==> config.mk <==
export PLATFORM = sky130hd
export DESIGN_NAME = aes_round_ctrl
export DESIGN_NICKNAME = d
export VERILOG_FILES = /design/src/rtl/aes_round_ctrl.sv
export SDC_FILE = /design/constraint.sdc
export NUM_CORES = 1
export LEC_CHECK = 0
export BUFFER_PORTS_ARGS = -buffer_cell sky130_fd_sc_hd__buf_2
export CORE_AREA = 4 4 451 453
export CTS_BUF_LIST = sky130_fd_sc_hd__clkbuf_8 sky130_fd_sc_hd__clkbuf_16
export DETAILED_ROUTE_END_ITERATION = 8
export DIE_AREA = 0 0 455 457
export GPL_ROUTABILITY_DRIVEN = 0
export PLACE_DENSITY_LB_ADDON = 0.08
export SYNTH_ARGS = -nofsm -noshare
export SYNTH_HDL_FRONTEND = slang
export SYNTH_SLANG_ARGS = --single-unit
==> constraint.sdc <==
create_clock -name Clk -period 1.9 [get_ports Clk]
set_input_delay 0.19 -clock Clk [delete_from_list [all_inputs] [get_ports Clk]]
set_output_delay 0.19 -clock Clk [all_outputs]
set_load 0.005 [all_outputs]
==> src/rtl/aes_round_ctrl.sv <==
// AES-128 encryption sequencer: owns the cipher state and walks it through the
// SubBytes/ShiftRows/MixColumns/AddRoundKey units using their En/Ry handshakes.
module aes_round_ctrl #(
    parameter int unsigned TO_CYC = 255
) (
    input  logic         Clk,
    input  logic         Rst,
    input  logic         Start,
    input  logic [127:0] Pt_In,
    input  logic [127:0] Rk_In,
    output logic [3:0]   Round,
    output logic [127:0] St_Out,
    output logic [127:0] Rk_ARK,
    output logic         En_SBT,
    output logic         En_SRW,
    output logic         En_MXC,
    output logic         En_ARK,
    input  logic         Ry_SBT,
    input  logic         Ry_SRW,
    input  logic         Ry_MXC,
    input  logic         Ry_ARK,
    input  logic [127:0] Out_SBT,
    input  logic [127:0] Out_SRW,
    input  logic [127:0] Out_MXC,
    input  logic [127:0] Out_ARK,
    output logic [127:0] Ct_Out,
    output logic         Busy,
    output logic         Done,
    output logic         Err
);

    localparam int unsigned DW         = 128;
    localparam int unsigned RW         = 4;
    localparam int unsigned CW         = 8;
    localparam int unsigned NU         = 4;
    localparam int unsigned LAST_ROUND = 10;

    typedef enum logic [2:0] {ST_IDLE, ST_ISSUE, ST_RELEASE, ST_FIN, ST_ERR} state_t;
    typedef enum logic [2:0] {STEP_ARK0, STEP_SBT, STEP_SRW, STEP_MXC, STEP_ARK} step_t;

    state_t          state_q, state_d;
    step_t           step_q, step_d, step_nxt_c;
    logic            fin_nxt_c;
    logic            ry_sel_c;
    logic            to_hit_c;
    logic [DW-1:0]   res_sel_c;
    logic [RW-1:0]   round_d;
    logic [DW-1:0]   st_d, rk_d, ct_d;
    logic [NU-1:0]   en_q, en_d;
    logic            busy_d, done_d, err_d;
    logic [CW-1:0]   wcnt_q, wcnt_d;

    // Unit enable bit for a step: {ARK, MXC, SRW, SBT}
    function automatic logic [NU-1:0] en_of(input step_t s);
        case (s)
            STEP_SBT: return 4'b0001;
            STEP_SRW: return 4'b0010;
            STEP_MXC: return 4'b0100;
            default:  return 4'b1000;
        endcase
    endfunction

    function automatic logic is_ark(input step_t s);
        return (s == STEP_ARK0) || (s == STEP_ARK);
    endfunction

    assign En_SBT   = en_q[0];
    assign En_SRW   = en_q[1];
    assign En_MXC   = en_q[2];
    assign En_ARK   = en_q[3];
    assign to_hit_c = (wcnt_q == CW'(TO_CYC - 1));

    // Handshake and result of the unit owned by the current step only
    always_comb begin
        ry_sel_c  = Ry_ARK;
        res_sel_c = Out_ARK;
        case (step_q)
            STEP_SBT: begin ry_sel_c = Ry_SBT; res_sel_c = Out_SBT; end
            STEP_SRW: begin ry_sel_c = Ry_SRW; res_sel_c = Out_SRW; end
            STEP_MXC: begin ry_sel_c = Ry_MXC; res_sel_c = Out_MXC; end
            default:  ;
        endcase
    end

    // Step order; the final round skips MixColumns
    always_comb begin
        step_nxt_c = STEP_SBT;
        fin_nxt_c  = 1'b0;
        case (step_q)
            STEP_SBT: step_nxt_c = STEP_SRW;
            STEP_SRW: step_nxt_c = (Round < RW'(LAST_ROUND)) ? STEP_MXC : STEP_ARK;
            STEP_MXC: step_nxt_c = STEP_ARK;
            STEP_ARK: begin
                if (Round < RW'(LAST_ROUND)) step_nxt_c = STEP_SBT;
                else                         fin_nxt_c  = 1'b1;
            end
            default:  step_nxt_c = STEP_SBT;
        endcase
    end

    always_comb begin
        state_d = state_q;
        step_d  = step_q;
        round_d = Round;
        st_d    = St_Out;
        rk_d    = Rk_ARK;
        ct_d    = Ct_Out;
        en_d    = en_q;
        busy_d  = Busy;
        done_d  = 1'b0;
        err_d   = Err;
        wcnt_d  = wcnt_q;
        case (state_q)
            ST_IDLE, ST_ERR: begin
                if (Start) begin
                    state_d = ST_ISSUE;
                    step_d  = STEP_ARK0;
                    round_d = '0;
                    st_d    = Pt_In;
                    rk_d    = Rk_In;
                    en_d    = en_of(STEP_ARK0);
                    busy_d  = 1'b1;
                    err_d   = 1'b0;
                    wcnt_d  = '0;
                end
            end
            ST_ISSUE: begin
                // Round only settles to 0 on the Start edge, so keep tracking the key while issued
                if (is_ark(step_q)) rk_d = Rk_In;
                if (ry_sel_c) begin
                    st_d    = res_sel_c;
                    en_d    = '0;
                    state_d = ST_RELEASE;
                    wcnt_d  = '0;
                end else if (to_hit_c) begin
                    state_d = ST_ERR;
                    en_d    = '0;
                    busy_d  = 1'b0;
                    err_d   = 1'b1;
                end else begin
                    wcnt_d = wcnt_q + CW'(1);
                end
            end
            ST_RELEASE: begin
                if (!ry_sel_c) begin
                    wcnt_d = '0;
                    if (fin_nxt_c) begin
                        state_d = ST_FIN;
                    end else begin
                        state_d = ST_ISSUE;
                        step_d  = step_nxt_c;
                        en_d    = en_of(step_nxt_c);
                        if (step_nxt_c == STEP_SBT) round_d = Round + RW'(1);
                        if (is_ark(step_nxt_c))     rk_d    = Rk_In;
                    end
                end else if (to_hit_c) begin
                    state_d = ST_ERR;
                    en_d    = '0;
                    busy_d  = 1'b0;
                    err_d   = 1'b1;
                end else begin
                    wcnt_d = wcnt_q + CW'(1);
                end
            end
            ST_FIN: begin
                ct_d    = St_Out;
                done_d  = 1'b1;
                busy_d  = 1'b0;
                state_d = ST_IDLE;
            end
            default: state_d = ST_IDLE;
        endcase
    end

    always_ff @(posedge Clk or negedge Rst) begin
        if (!Rst) begin
            state_q <= ST_IDLE;
            step_q  <= STEP_ARK0;
            Round   <= '0;
            St_Out  <= '0;
            Rk_ARK  <= '0;
            Ct_Out  <= '0;
            en_q    <= '0;
            Busy    <= 1'b0;
            Done    <= 1'b0;
            Err     <= 1'b0;
            wcnt_q  <= '0;
        end else begin
            state_q <= state_d;
            step_q  <= step_d;
            Round   <= round_d;
            St_Out  <= st_d;
            Rk_ARK  <= rk_d;
            Ct_Out  <= ct_d;
            en_q    <= en_d;
            Busy    <= busy_d;
            Done    <= done_d;
            Err     <= err_d;
            wcnt_q  <= wcnt_d;
        end
    end

endmodule

==> run_results.csv <==
group,metric,value,unit
synth,synth_fp_nets,3030,
sta,tightestPinTransition,1.05,ns
sta,fmaxAchievable,472,MHz
synth,ys_seq_elements,409,
critical_path,setup.worst_path.class,"flop to flop",
place,dp_slack,-0.487,ns
critical_path,timing.critical_path.arrival,2.68,ns
cts,cts_tree,"built",
detailed_routing,detail_route.vias_per_cell,3.58,
cts,cts.clk_slew.worst_paths,0.06,ns
worst_hold_path,hp-class,"input port to flop",
die,start_util,10.8,%
cells_and_area,layout_common_cells,"sky130_fd_sc_hd__buf_2, sky130_fd_sc_hd__nand2_1, sky130_fd_sc_hd__dlygate4sd3_1, sky130_fd_sc_hd__dfrtp_1, sky130_fd_sc_hd__mux2_2",
pwr,power.density_cell_area,1600,nW/um2
synth,yosysSeqAreaShare,47.4,%
synth,mappedNetlistArea,21600,um2
cts,cts_htree_levels,2,
cells_and_area,final.fill_count,22099,
detailed_routing,detailedRoute.firstPassIterationCount,4,
sta,finalSetupViolCount,268,
detailed_routing,routed_wl,166000,um
die,design.core.area,199000,um2
global_routing,antenna_found_initial,44,
critical_path,required,2.46,ns
sta,rsz0062_at_grt,"true",
detailed_routing,detailedRoute.firstIterationViolations,1004,
cells_and_area,nNetsFinal,4892,
cells_and_area,drive_above_1_share,47.6,%
sta,relSlewSlack,29.8,%
synth,post_synth.cell_area_avg,9.59,um2
detailed_routing,wl_per_cell,24.3,um
job,max_cap_check_violation_count,0,
run_status,violations,"negative setup slack",
pwr,leakage,19.7,nW
cts,clkLatencyLatePin,0.70,ns
cells_and_area,final_core_utilization,21.2,%
cts,tritoncts.num_buffers,60,
die,die_area,208000,um2
synth,post_synthesis_cell_type_count,43,
cells_and_area,final_cells,6828,
pwr,worst_ir_drop_vdd,0.662,mV
run_status,outcome,"complete, but fails checks",
cts,tritoncts_num_sinks,409,
die,die_y,457,um
critical_path,timing.critical_path.from_type,"flop",
sta,setup_ws,-0.218,ns
global_routing,grt_first_pass_wirelength,214000,um
place,place.detailed.instances,6109,
synth,ys_warn_count,0,
sta,skew,0.0278,ns
sta,final.min_clock_period,2.12,ns
sta,layout_worst_path_cycle_share,111,%
global_routing,largest_net_degree_at_the_start_of_global_routing,77,
place,place_hpwl,121000,um
detailed_routing,drc_errors,0,
critical_path,critical_path.endpoint_type,"flop",
cells_and_area,layout.cells.most_common,"sky130_fd_sc_hd__buf_2",
cts,clockRootBuffer,"sky130_fd_sc_hd__clkbuf_16",
place,buffers_added_on_ports,1169,
global_routing,globalRouteOverflowTotal,0,
cells_and_area,area.growth.synth_to_final,95.7,%
critical_path,worst-path-max-fanout,5,
global_routing,grtUsageTotal,14.6,%
sta,maxSlewViolCount,0,
global_routing,vias_in_the_first_global_route,26323,
cts,clk_path_buf_depth,3,
sta,final_hold_vios,0,
die,floorplan.rows,164,
die,die_w,455,um
detailed_routing,dr_total_vias,24469,
synth,synthesis.instances,2252,
die,io-pin-count,1170,
detailed_routing,route.antenna.remaining_nets,0,
worst max-delay path, cell delays in order (launching register included):
cell,delay [ns]
sky130_fd_sc_hd__dfrtp_4,0.47
sky130_fd_sc_hd__buf_6,0.18
sky130_fd_sc_hd__nor2_1,0.06
sky130_fd_sc_hd__a21oi_1,0.18
sky130_fd_sc_hd__o21ai_2,0.12
sky130_fd_sc_hd__buf_6,0.15
sky130_fd_sc_hd__buf_12,0.12
sky130_fd_sc_hd__mux2i_4,0.18
sky130_fd_sc_hd__buf_6,0.13
sky130_fd_sc_hd__and3_1,0.15
sky130_fd_sc_hd__a221o_1,0.26
flip-flops by register name, summed over array words and instances (netlist names):
name     cells
state_q      3
Err          1
Busy         1
Done         1
step_q       3
Ct_Out     128
Round        4
en_q         4
St_Out     128
wcnt_q       8
Rk_ARK     128
power by group:
part,internal (mW),switching (mW)
Combinational,19.8,19.8
Clock,7.24,4.81
Sequential,12.8,2.89
Total,39.9,27.5
metrics by stage:
stage                     area, um2  TNS [ns]  total power, mW  hold WS, ns
after floorplan               21600         0             29.2       -0.106
after global placement        32000    -67.33             45.9        0.160
after detailed placement      32000    -63.18             45.8        0.163
after CTS                     40700    -41.48             64.9     0.000540
after global routing          42200    -66.36             72.2      0.00214
final                         42200    -38.45             67.4       0.0154
worst paths after layout:
kind	startpoint	end	slack, ns	cells after the start
min reg2reg	Ct_Out[17]	Ct_Out[17]	0.46	2
max	step_q[0]	wcnt_q[5]	-0.22	10
min in group asynchronous	Rst	St_Out[87]	0.32	3
max in group asynchronous	Rst	Rk_ARK[42]	0.15	3
max reg2reg	step_q[0]	wcnt_q[5]	-0.22	10
min	Out_ARK[14]	St_Out[14]	0.02	5
area by class of cell:
cell class	count	area, um2	area share (%)
Sequential cell	409	10200	24.3
Clock inverter	36	437	1.03
Multi-Input combinational cell	1659	11300	26.8
Antenna cell	13	32.5	0.0770
Inverter	7	31.3	0.0741
Timing Repair Buffer	1977	15200	36.0
Clock buffer	71	1650	3.91
Tap cell	2656	3320	7.87
repair_timing:
item,4_1_cts,5_1_grt
buffers inserted,52,25
hold endpoints to repair,669,2
pin swaps,62,35
cloned,18,36
hold buffers,471,2
resized for setup,286,150
endpoints found under the setup margin,277,277
synth_stat cells (all sizes together):
| master | number | area share, % |
|---|---|---|
| o22ai | 2 | 0.058 |
| nor2b | 131 | 3.8 |
| a221o | 1 | 0.046 |
| xor2 | 1 | 0.041 |
| and2 | 3 | 0.087 |
| o21a | 3 | 0.10 |
| a22o | 3 | 0.12 |
| clkbuf | 94 | 1.6 |
| or2 | 1 | 0.029 |
| ha | 3 | 0.17 |
| a211oi | 2 | 0.093 |
| and2b | 1 | 0.035 |
| nand3 | 12 | 0.28 |
| a21oi | 140 | 3.2 |
| nor3b | 2 | 0.093 |
| o311ai | 1 | 0.041 |
| a32o | 2 | 0.093 |
| a41oi | 3 | 0.12 |
| o41ai | 1 | 0.041 |
| a21o | 3 | 0.10 |
| a31oi | 1 | 0.029 |
| nand2b | 1 | 0.029 |
| o21ai | 279 | 6.5 |
| nor2 | 11 | 0.19 |
| nand4 | 1 | 0.029 |
| and3 | 3 | 0.087 |
| inv | 7 | 0.12 |
| buf | 83 | 2.1 |
| mux2i | 133 | 6.2 |
| mux2 | 256 | 13 |
| dfrtp | 409 | 47 |
| nand2 | 528 | 9.2 |
| and4 | 1 | 0.041 |
| a31o | 1 | 0.041 |
| a22oi | 129 | 4.5 |
metal layers:
| metal | vias to the layer above | routed length (um) | track usage, % |
|---|---|---|---|
| li1 | 11639 | - | - |
| met1 | 11797 | 66700 | 16.6 |
| met2 | 842 | 84400 | 26.7 |
| met3 | 185 | 10500 | 3.75 |
| met4 | 6 | 4640 | 4.25 |
| met5 | - | 40 | 0 |
logic make-up after synthesis:
| kind of cell | count (synthesis) | synth area share [%] |
|---|---|---|
| flops | 409 | 47.4 |
| fa+ha+maj | 3 | 0.174 |
| compound gates | 571 | 15.1 |
| buf+inv | 184 | 3.87 |
| mux | 389 | 19.5 |
| simple gates | 695 | 13.9 |
| xor+xnor | 1 | 0.0406 |
Note: power is estimated with default switching activity, not from simulation.
